[src/rtl/dmem_lsu_ctrl.sv]
// Load/store sequencer for a word-only data memory (combinational read,
// clocked write). Handles RV32I byte/halfword/word loads and stores.
// Sub-word stores use read-modify-write. Rejected accesses never touch memory.
module dmem_lsu_ctrl #(
  parameter int MEM_ADDR_BITS = 12
) (
  input  logic        pll_1_200MHz,
  input  logic        rst,
  input  logic        req_valid,
  output logic        req_ready,
  input  logic        req_we,
  input  logic [2:0]  req_funct3,
  input  logic [31:0] req_addr,
  input  logic [31:0] req_wdata,
  output logic        resp_valid,
  output logic        resp_err,
  output logic [31:0] resp_rdata,
  output logic        mem_read,
  output logic        mem_write,
  output logic [31:0] mem_address,
  output logic [31:0] mem_write_data,
  input  logic [31:0] mem_read_data
);

  typedef enum logic [2:0] {
    S_IDLE,
    S_LOAD,
    S_RMW_RD,
    S_WRITE,
    S_RESP
  } state_t;

  state_t      state;
  logic [2:0]  funct3_q;
  logic [31:0] addr_q;
  logic [31:0] wdata_q;
  logic [31:0] merge_q;

  logic        req_err;
  logic [31:0] lane_word;
  logic [31:0] load_data;
  logic [31:0] merged;

  // Classify the incoming request as illegal, misaligned or out of range
  always_comb begin
    req_err = 1'b0;
    case (req_funct3)
      3'b000, 3'b100: req_err = 1'b0;
      3'b001, 3'b101: req_err = req_addr[0];
      3'b010:         req_err = (req_addr[1:0] != 2'b00);
      default:        req_err = 1'b1;
    endcase
    if (req_we && req_funct3[2])
      req_err = 1'b1;
    if (req_addr[31:MEM_ADDR_BITS] != '0)
      req_err = 1'b1;
  end

  // Extract and extend the addressed lane of the read word for loads
  always_comb begin
    lane_word = mem_read_data >> {addr_q[1:0], 3'b000};
    load_data = mem_read_data;
    case (funct3_q)
      3'b000:  load_data = {{24{lane_word[7]}}, lane_word[7:0]};
      3'b100:  load_data = {24'h000000, lane_word[7:0]};
      3'b001:  load_data = {{16{lane_word[15]}}, lane_word[15:0]};
      3'b101:  load_data = {16'h0000, lane_word[15:0]};
      default: load_data = mem_read_data;
    endcase
  end

  // Merge store data into the read word for sub-word stores
  always_comb begin
    merged = mem_read_data;
    if (funct3_q[0])
      merged[{addr_q[1], 4'b0000} +: 16] = wdata_q[15:0];
    else
      merged[{addr_q[1:0], 3'b000} +: 8] = wdata_q[7:0];
  end

  // Sequencer: capture, memory access phases and one-cycle response
  always_ff @(posedge pll_1_200MHz) begin
    if (rst) begin
      state      <= S_IDLE;
      funct3_q   <= '0;
      addr_q     <= '0;
      wdata_q    <= '0;
      merge_q    <= '0;
      resp_valid <= 1'b0;
      resp_err   <= 1'b0;
      resp_rdata <= '0;
    end else begin
      resp_valid <= 1'b0;
      case (state)
        S_IDLE: begin
          if (req_valid) begin
            funct3_q <= req_funct3;
            addr_q   <= req_addr;
            wdata_q  <= req_wdata;
            merge_q  <= req_wdata;
            if (req_err) begin
              resp_valid <= 1'b1;
              resp_err   <= 1'b1;
              resp_rdata <= '0;
              state      <= S_RESP;
            end else if (!req_we) begin
              state <= S_LOAD;
            end else if (req_funct3 == 3'b010) begin
              state <= S_WRITE;
            end else begin
              state <= S_RMW_RD;
            end
          end
        end
        S_LOAD: begin
          resp_valid <= 1'b1;
          resp_err   <= 1'b0;
          resp_rdata <= load_data;
          state      <= S_RESP;
        end
        S_RMW_RD: begin
          merge_q <= merged;
          state   <= S_WRITE;
        end
        S_WRITE: begin
          resp_valid <= 1'b1;
          resp_err   <= 1'b0;
          resp_rdata <= '0;
          state      <= S_RESP;
        end
        S_RESP: begin
          state <= S_IDLE;
        end
        default: begin
          state <= S_IDLE;
        end
      endcase
    end
  end

  // Memory strobes come straight from state so a reset cancels them at once
  always_comb begin
    req_ready      = (state == S_IDLE);
    mem_read       = !rst && ((state == S_LOAD) || (state == S_RMW_RD));
    mem_write      = !rst && (state == S_WRITE);
    mem_address    = {addr_q[31:2], 2'b00};
    mem_write_data = mem_write ? merge_q : '0;
  end

endmodule

[config.mk]
export PLATFORM = sky130hd
export DESIGN_NAME = dmem_lsu_ctrl
export DESIGN_NICKNAME = d
export VERILOG_FILES = /design/src/rtl/dmem_lsu_ctrl.sv
export SDC_FILE = /design/constraint.sdc
export NUM_CORES = 1
export LEC_CHECK = 0
export BUFFER_PORTS_ARGS = -buffer_cell sky130_fd_sc_hd__buf_2
export CORE_MARGIN = 1.5
export CORE_UTILIZATION = 51
export CTS_CLUSTER_SIZE = 8
export DETAILED_ROUTE_END_ITERATION = 16
export PLACE_DENSITY = 0.81
export SETUP_SLACK_MARGIN = 0.5
export SKIP_CTS_REPAIR_TIMING = 1
export SYNTH_ARGS = -nofsm -noshare
export SYNTH_HDL_FRONTEND = slang
export SYNTH_SLANG_ARGS = --single-unit
[constraint.sdc]
create_clock -name pll_1_200MHz -period 2.7 [get_ports pll_1_200MHz]
set_input_delay 0.405 -clock pll_1_200MHz [delete_from_list [all_inputs] [get_ports pll_1_200MHz]]
set_output_delay 0.405 -clock pll_1_200MHz [all_outputs]
set_load 0.05 [all_outputs]
Yosys cells after proc, flatten, opt, wreduce, memory -nomap -nowiden
Cells that the tools add are included.
{ "op_classes": {"addsub": 2, "n_eq_ne": 12, "shift": 5, "muxes": 24, "reduce_logical": 20} }
{ "op_table": {"columns": ["cell", "count"], "rows": [
  ["32-bit 2-to-1 mux", 5],
  ["32-bit one-hot mux with 4 select lines", 1],
  ["32-bit one-hot mux with 3 select lines", 1],
  ["32-bit bitwise mux", 2],
  ["32-bit one-hot mux with 2 select lines", 1],
  ["16-bit by 7-bit variable shift with 32-bit output (first input constant)", 1],
  ["8-bit by 7-bit variable shift with 32-bit output (first input constant)", 1],
  ["16-bit by 7-bit variable part select with 32-bit output", 1],
  ["8-bit by 7-bit variable part select with 32-bit output", 1],
  ["32-bit by 5-bit >> shifter with 16-bit output", 1],
  ["20-bit nonzero test", 1],
  ["5-bit negator with 7-bit output", 2],
  ["3-bit == test (second input constant)", 4],
  ["3-bit by 1-bit == test with 1-bit output (second input constant)", 3],
  ["3-bit by 2-bit == test with 1-bit output (second input constant)", 3],
  ["3-bit logical NOT", 3],
  ["3-bit one-hot mux with 3 select lines", 1],
  ["1-bit 2-to-1 mux", 7],
  ["3-bit 2-to-1 mux", 2],
  ["3-bit AND reduction", 2],
  ["2-bit nonzero test", 3],
  ["2-bit OR reduction", 3],
  ["1-bit one-hot mux with 2 select lines", 2],
  ["2-bit AND reduction", 2],
  ["other kinds (8)", 10]
]} }
{ "word_totals": {"register_bits": 120, "input_bits": 103, "elab_cells": 71} }

Depth between registers and ports, before layout
Gate-level depths: netlist (run 1).
{ "depth": {"word_depth": 8, "mapped_depth": 10, "ltp_nobuf": 7} }

Worst setup path after synthesis (run 1)
Ideal clock, no wire load.
{ "synth_timing": {"path_kind": "input to output", "start": "input port rst", "end": "output port mem_write_data[22]", "t_arrival_ns": 2.141, "t_required_ns": 2.295, "slack_ns": 0.154, "cell_stages": 5, "n_path_buf": 2, "cell_sequence": "clkbuf_1 -> nor2_1 -> and3_1 -> clkbuf_1 -> and2_1"} }
{ "synth_via": {"elab_chain_cells": 3} }
{ "synth_rtl": {"columns": ["element", "line_no", "text"], "rows": [
  ["start: declaration", "8", "input logic rst,"],
  ["1-bit logical NOT", "145", "mem_write = !rst && (state == S_WRITE);"],
  ["1-bit logical AND", "145", null],
  ["net mem_write", "19", "output logic mem_write,"],
  ["32-bit 2-to-1 mux", "147", "mem_write_data = mem_write ? merge_q : '0;"],
  ["end: declaration", "21", "output logic [31:0] mem_write_data,"]
]} }
The timed path passes the listed nets, and every way through them passes these cells.

Worst setup path after layout (run 1)
{ "layout_timing": {"start": "register addr_q[1]", "end": "register merge_q[25]"} }
{ "layout_via": {"elab_chain_cells": 5, "word_cells_on_any_way": 10} }
{ "layout_rtl": {"columns": ["element", "line_no", "text"], "rows": [
  ["start: declaration", "35", "logic [31:0] addr_q;"],
  ["start signal: assignment", "98", "addr_q <= req_addr;"],
  ["5-bit negator with 7-bit output, on equally long branches", "76, 78", null],
  ["16-bit by 7-bit variable part select with 32-bit output, or another cell as far along", "76", "merged[{addr_q[1], 4'b0000} +: 16] = wdata_q[15:0];"],
  ["32-bit bitwise mux, on equally long branches", "76, 78", null],
  ["32-bit 2-to-1 mux (*)", "75", "if (funct3_q[0])"],
  ["32-bit one-hot mux with 2 select lines (*)", "94", "case (state)"],
  ["end signal: assignment", "100", "merge_q <= req_wdata;"],
  ["end signal: assignment", "122", "merge_q <= merged;"],
  ["end: declaration", "37", "logic [31:0] merge_q;"]
]} }
Mark *: on every way between the ends. The rest lies on a longest branch, timed or not.
A chain may end at the register's enable or synchronous reset.

==> results of run 1 <==
[registers in the layout, summed over array words and instances, names as in the netlist]
signal,flops
resp_valid,1
resp_err,1
funct3_q,3
resp_rdata,32
addr_q,32
state,3
wdata_q,16
merge_q,32
[worst max-delay path, stage by stage (launching register included)]
cell	delay, ns
dfxtp_2	0.41
clkinvlp_4	0.20
ha_1	0.29
nor4bb_1	0.32
buf_4	0.21
a221oi_1	0.08
a21oi_1	0.24
nor2_1	0.10
a311oi_1	0.23
[cells in the final DEF (no fill, tap or decap), types with 4 or more instances in the layout]
cell type	n
buf_2	176
nand2_1	161
dfxtp_1	115
a21oi_1	109
a221oi_1	39
mux2i_1	37
nor2_1	31
buf_4	27
and2_1	25
nand2b_1	19
a32o_1	17
clkbuf_16	17
clkbuf_4	17
a211oi_1	16
a311oi_1	15
o21ai_0	10
and2_2	9
inv_1	8
nand3_1	8
o21ai_1	7
o221ai_1	7
clkinvlp_4	6
nor4_1	5
dfxtp_2	5
ha_1	4
clkinv_2	4
bufinv_16	4
[per-stage QoR]
step / total power, uW / utilization / std cells
after floorplan: 2470 / - / 789
after global placement: 2660 / 0.597 / 1077
after detailed placement: 2670 / 0.597 / 1077
after CTS: 5010 / 0.648 / 1109
after global routing: 5200 / 0.663 / 1116
final: 5020 / 0.663 / 1116
[worst paths after layout]
kind / startpoint / end / slack, ns / depth (start not counted)
max: addr_q[1] / merge_q[25] / 0.52 / 8
min: req_addr[11] / addr_q[11] / 0.22 / 3
max reg2reg: addr_q[1] / merge_q[25] / 0.52 / 8
min reg2reg: resp_rdata[4] / resp_rdata[4] / 0.44 / 2
[kinds of logic (layout without fill, tap and decap cells)]
family / count (synthesis) / in the layout / share of synthesized area
AO/OA/AOI/OAI: 236 / 236 / 0.254
XOR/XNOR: 1 / 1 / 0.00139
adder cells (fa/ha/maj): 5 / 5 / 0.00990
buffers and inverters: 110 / 268 / 0.0927
flip-flops: 120 / 120 / 0.380
multiplexers: 38 / 38 / 0.0610
other: 1 / 3 / 0.000593
AND/OR/NAND/NOR: 277 / 277 / 0.200
[routing by layer]
| metal | global-route usage | up-vias | routed length [um] |
|---|---|---|---|
| met1 | 0.385 | 3009 | 8080 |
| li1 | - | 3079 | - |
| met3 | 0.0836 | 47 | 1860 |
| met5 | 0 | - | 0 |
| met4 | 0.118 | 0 | 598 |
| met2 | 0.441 | 312 | 8500 |
[where the power goes]
part / total [uW] / internal [uW] / switching (uW)
clock: 2360 / 1560 / 801
combinational: 745 / 260 / 484
sequential: 1920 / 1850 / 66.6
total: 5020 / 3670 / 1350
[cell type report]
cell class / instances / area [um2]
repair inverters: 1 / 5.00
well taps: 168 / 210
multi-input cells: 559 / 3420
flip-flops and latches: 120 / 2410
fillers: 1051 / 4070
diodes: 1 / 2.50
repair buffers: 224 / 1280
clock buffers: 19 / 443
clock inverters: 13 / 178
inverters: 11 / 45.0
==> out/results.txt, run 1 <==
The flow ran to the end, and the final reports show no timing, DRC or antenna violations. The number of clock buffers added by TritonCTS is 17. The number of synthesized register bits was 120; the smallest hold slack was 0.223 ns.

After detailed routing, the total wire length is 19.0 mm. The post-synthesis instance total was 788. The first global-routing pass estimated 29.2 mm of wire.

The post-synthesis async set-or-reset flop share was 0. TritonCTS built the clock tree. The overall die area is 13100 um2, and the worst endpoint data arrival time is 2.49 ns.

The sequential fraction of the synthesis area is 0.380, and the final cycle utilization of the critical path is 0.806. Setup violations remaining at the end of the flow were counted as 0. Between clock sinks in the finished design, the worst skew comes to 0.00716 ns. After global routing the overflow that remains totals 0. The number of hold violations in the final report was 0; the fraction of final layout cells with drive strength greater than 1 was 0.307.

The path class of the tightest hold or removal check is primary input to flop. Prior to clock tree synthesis, the placed netlist has a worst setup slack of 0.449 ns. The height of the die is 114 um, and the via count normalized by instance count is 5.78.

The number of buffers on the longest clock path is 2. Averaged over all synthesized cells, the footprint is 8.02 um2. The average wire length per cell after detail routing is 17.1 um.

The top-level I/O count is 204. For the pin with the worst max-slew slack, the measured transition is 0.937 ns. The highest ir drop seen on vdd was 0.582 mV; the via count of the first global-routing pass was 5658.

The worst setup path is launched from a flop. Placed instance area: 7200 um2. The area share of the leading cell type in the synthesized netlist is 0.380.

The run gives 0 as the number of DRC violations after detailed routing. The tools report the number of sinks handled by clock tree synthesis as 120. In the final timing run, aggregate negative setup slack is 0 ns. The capturing element type of the critical path is a flop. The HPWL after detailed placement is 13.2 mm. The logs give 0.375 for the headroom to the max-slew limit and 4 for the number of H-tree levels. Before antenna repair, the detailed router went through 5 iterations. Yosys instantiated no cell more often than nand2_1. Counting instances in the post-synthesis netlist gives the leading cell types as nand2_1, dfxtp_1, a21oi_1, a221oi_1, mux2i_1. The logs give 0.524 for the starting density of the core and 0.00333 uW for the leakage power.

The net count of the finished layout is 1042. The clock root buffer was clkbuf_16. Critical path class: flop to flop.

The number of vias in the routed layout was 6447; the power per unit of standard cell area was 628 nW/um2. The quantity of I/O buffers inserted on ports is 201. Required time of the critical path: 3.02 ns.

The largest driver fanout on the critical path is 8, and the residual antenna-violating net count after detailed routing is 0. Entering global routing, the biggest net connects 90 pins. The logs give 0.289 for the global-route total usage across every layer and 12100 um2 for the core region area. The die width was 114 um; the number of enable flip-flop cells after synthesis was 0. Clock-pin slew was measured on the worst setup and hold paths at 0.06 ns.

The smallest clock period supported by the final layout is computed as 2.18 ns. Setup repair after global routing could not meet its margin everywhere. Yosys attributes the largest share of cell area to dfxtp_1, nand2_1, a21oi_1, mux2i_1, a221oi_1. The clock reaches the later pin of the worst-skew pair after 0.42 ns.

The logs give 6320 um2 for the synthesized cell area and 40 for the number of rows created at floorplan. The tools report the max-cap check violation count as 0. The run gives 0 as the max-slew violation count. Compared with the post-synthesis result, the final layout area differs by 26.5%. The congestion estimate from routability-driven global placement came to 0.911.

The cell type with the highest aggregate area in the netlist was dfxtp_1. The least setup slack across all paths after layout is 0.524 ns, and the achievable clock frequency is 460 MHz. The run gives 0 as the total of warnings raised by yosys.

The detailed router's first-iteration violation count is 617. The netlist uses 50 different library cells. The initial antenna violation count came out at 1. The primary flip-flop cell chosen by synthesis mapping is dfxtp_1.

The tools report the post-route cell area as 7990 um2.
Note: power is estimated with default switching activity, not from simulation.
==> run 2, diff against run 1 <==
--- a/config.mk
+++ b/config.mk
@@ -5,12 +5,13 @@
 export SDC_FILE = /design/constraint.sdc
 export NUM_CORES = 1
 export LEC_CHECK = 0
+export ABC_AREA = 1
 export BUFFER_PORTS_ARGS = -buffer_cell sky130_fd_sc_hd__buf_2
 export CORE_MARGIN = 1.5
-export CORE_UTILIZATION = 51
+export CORE_UTILIZATION = 53
 export CTS_CLUSTER_SIZE = 8
 export DETAILED_ROUTE_END_ITERATION = 16
-export PLACE_DENSITY = 0.81
+export PLACE_DENSITY = 0.82
 export SETUP_SLACK_MARGIN = 0.5
 export SKIP_CTS_REPAIR_TIMING = 1
 export SYNTH_ARGS = -nofsm -noshare
==> constraint.sdc (replaced) <==
create_clock -name pll_1_200MHz -period 2.3 [get_ports pll_1_200MHz]
set_input_delay 0.345 -clock pll_1_200MHz [delete_from_list [all_inputs] [get_ports pll_1_200MHz]]
set_output_delay 0.345 -clock pll_1_200MHz [all_outputs]
set_load 0.05 [all_outputs]
==> run 2 against run 1 <==
  * Synthesized cell count up 37%
  * Combinational power is 83% higher
  * Critical path depth unchanged
  * Count of clock-buffer cells in the layout is 2 higher
  * Sequential share of layout area down 4.3 points
  * Register-to-register slack barely moved
  * Worst setup slack worse by 0.48 ns
  * Sequential cell count did not move
  * Final cell count is 28% higher
  * Utilization rose by 6.9 points
  * Wire length up 28%
  * Critical path type is now flop to primary output
==> out/results.txt, run 2 <==
The die width is 118 um (+3.2%), and the placed instance area is 8160 um2 (+13%). The number of vias in the routed layout is 8076 (+25%). The run gives 0.322 (+0.0322) as the global-route total usage across every layer. The post-synthesis average cell area is 6.49 um2 (-19%), and the final worst clock skew is 0.00595 ns (-0.00122 ns). The worst endpoint data arrival time came out at 1.91 ns (-0.58 ns). The total of endpoints with negative setup slack in the final report is 0 (unchanged), and the required time of the critical path is 1.96 ns (-1.06 ns). The final cycle utilization of the critical path is 0.983.

The met3 wire length came out at 2.44 mm (+32%). The length in cells of the worst reg-to-reg path is 9 (+1). The number of enable flip-flop cells after synthesis is 0 (unchanged), and the initial antenna violation count is 1 (unchanged).

Number of DRC violations after detailed routing: 0 (unchanged). The number of buffers created by CTS came out at 17 (unchanged). For the finished layout, the period the worst path requires is 2.26 ns. The height of the die is 118 um (+3.2%). The run finished with clean final reports.

Number of filler cells placed in the layout: 1014 (-3.5%). The number of sinks handled by clock tree synthesis is 120 (unchanged), and the overflow left after global routing is 0 (unchanged). The run gives 0.343 (-0.0376) as the sequential fraction of the synthesis area. The HPWL reported at the end of detailed placement is 16.1 mm (+22%), and the residual antenna-violating net count after detailed routing is 0 (unchanged). The primary flip-flop cell chosen by synthesis mapping is dfxtp_1. The library cell used most frequently in the layout, excluding fill and tap cells, is nand2_1.

The starting density of the core was 0.549 (+0.0251). Global placement routability congestion: 0.980 (+7.5%). The logs give 2 (unchanged) for the number of buffers on the longest clock path and 955 (+55%) for the detailed router's first-iteration violation count. The worst register-to-register path ends at resp_rdata[31].

The via count of the first global-routing pass is 7115 (+26%), and the insertion delay of the later-clocked pin in the worst-skew pair is 0.42 ns (about the same). The worst setup slack for register-to-register paths came out at 0.53 ns (about the same). The highest layer touched by signal routing is met4. The worst setup path endpoint is mem_write_data[2]. The synthesized cell area came out at 7010 um2 (+11%). The max-cap check violation count was 0 (unchanged); the post-route cell area was 9340 um2 (+17%). Number of synthesized register bits: 120 (unchanged). The overall die area is 13900 um2 (+6.6%).

The logs give 0 (unchanged) for the max-slew violation count and 204 (unchanged) for the top-level I/O count. The logs give 0 (unchanged) for the total of warnings raised by yosys and 11.1 mm (+30%) for the detailed route wirelength on metal2. Headroom to the max-slew limit: 0.529 (+0.154). The leakage power is 0.00409 uW (+23%), and the number of rows created at floorplan is 41 (+2.5%).

The setup slack at placement is 0.400 ns (-0.0494 ns), and the number of nets at the end of the flow is 1348 (+29%). The global-route wire length before repair was 36.2 mm (+24%). The largest total area in the synthesized netlist belongs to dfxtp_1. The signal on the critical path passes through inv_2, nor2_4, inv_2, nor3_4, bufinv_16, buf_16, nor2_4, buf_6. The post-synthesis instance total came out at 1081 (+37%).

The slew at the pin closest to its max-slew limit was 0.706 ns (-0.230 ns); the power per unit of standard cell area was 701 nW/um2 (+12%). The post-route met1 wirelength is 9.89 mm (+22%). STA classifies the critical path startpoint as a flop. The area share of the leading cell type in the synthesized netlist was 0.343 (-0.0376); the number of H-tree levels was 4 (unchanged). The startpoint identified for the worst register-to-register timing path is addr_q[1].

The worst hold-check path type is primary input to flop. STA classifies the critical path endpoint as a primary output. The largest registers in the layout are addr_q (32), merge_q (32), resp_rdata (32).

The via count normalized by instance count is 5.66 (-2.0%). From synthesis to final layout, the design area changed by 33.2%. The core region area was 12800 um2 (+5.9%); the delay contributed by the slowest stage of the critical path was 0.37 ns (-0.04 ns). The launch point of the critical path was state[0].

The fraction of final layout cells with drive strength greater than 1 was 0.286 (-0.0216). The number of iterations in the first detailed-routing pass came out at 6 (+1). In the layout the commonest cells are nand2_1, buf_2, a21oi_1, nor2_1, o21ai_0.

The tools report the number of hold violations in the final report as 0 (unchanged). After synthesis, the cell types taking the most area are dfxtp_1, nand2_1, a21oi_1, o21ai_0, nor2_1. The tools report the least setup slack across all paths after layout as 0.0401 ns (-0.484 ns). The slowest stage of the critical path is the dfxtp_4 cell. Setup repair after global routing could not meet its margin everywhere. The largest driver fanout on the critical path is 6 (-2). The average wire length per cell after detail routing works out to 17.0 um (-0.13%). The post-synthesis async set-or-reset flop share came out at 0 (unchanged). Clock tree synthesis selected as its root buffer the cell clkbuf_16.

The run gives 443 MHz as the achievable clock frequency. The quantity of I/O buffers inserted on ports is 201 (unchanged), and the highest ir drop seen on vdd is 0.405 mV (-30%). TritonCTS built the clock tree. The total routed wirelength was 24.3 mm (+28%). The run gives 76 (-16%) as the pin count of the biggest net entering global routing.

Sorting the synthesized cells by how often they occur yields nand2_1, nor2_1, a21oi_1, dfxtp_1, o21ai_0. Among all cell types in the netlist, the one instantiated most often is nand2_1. The post-CTS clock slew at the launch and capture registers of the worst setup and hold paths works out to 0.06 ns (about the same). Critical path class: flop to primary output. The run gives 38 (-24%) as the number of distinct standard cells referenced by the synthesized netlist.
[run 2: area by class of cell]
| class | instances | area (um2) | share of cell area |
|---|---|---|---|
| flip-flops and latches | 120 | 2410 | 0.258 |
| repair inverters | 2 | 17.5 | 0.00188 |
| multi-input cells | 766 | 4010 | 0.430 |
| clock inverters | 11 | 169 | 0.0181 |
| inverters | 94 | 382 | 0.0409 |
| well taps | 172 | 215 | 0.0230 |
| repair buffers | 239 | 1650 | 0.177 |
| diodes | 1 | 2.50 | 0.000268 |
| clock buffers | 21 | 480 | 0.0514 |
[run 2: logic make-up (layout without fill, tap and decap cells)]
group                    Yosys count  count (layout)  share of synthesized area
flip-flops                       120             120                      0.343
AND/OR/NAND/NOR                  473             474                      0.303
other                              1               3                   0.000535
AO/OA/AOI/OAI                    285             285                      0.213
buffers and inverters            197             367                      0.131
adder cells (fa/ha/maj)            5               5                    0.00892
[run 2: where the power goes]
part,switching [uW],internal (uW),total [uW]
registers,79.6,2200,2280
clock network,987,1930,2910
logic,946,410,1360
[run 2: worst min-delay path by stage]
stage / from / endpoint / slack, ns / cells past startpoint
floorplan: wdata_q[15] / wdata_q[15] / 0.45 / 2
global placement: resp_rdata[28] / resp_rdata[28] / 0.47 / 2
detailed placement: resp_err / resp_err / 0.46 / 2
CTS: req_addr[9] / addr_q[9] / 0.14 / 3
global route: req_addr[9] / addr_q[9] / 0.14 / 3
finish: req_addr[6] / addr_q[6] / 0.14 / 3
[run 2: critical path: cells and delay by family (launching register included)]
kind                   cells  cell delay [ns]
buffers and inverters      5             0.67
DFF                        1             0.37
and+or+nand+nor            3             0.45
[run 2: layer usage]
metal / vias up / GRT usage
li1: 3847 / -
met1: 3660 / 0.441
met2: 500 / 0.481
met3: 69 / 0.0722
met4: 0 / 0.145
met5: - / 0
[run 2: stage by stage]
step                      hold slack [ns]  TNS (ns)  total power [uW]  cells  utilization
after detailed placement            0.462         0              3570   1372        0.639
final                               0.145         0              6550   1426        0.731
after CTS                           0.137    -0.478              6450   1404        0.690
after global routing                0.140   -0.0286              6780   1426        0.731
after global placement              0.466         0              3550   1372        0.639
after floorplan                     0.450         0              3290   1082            -
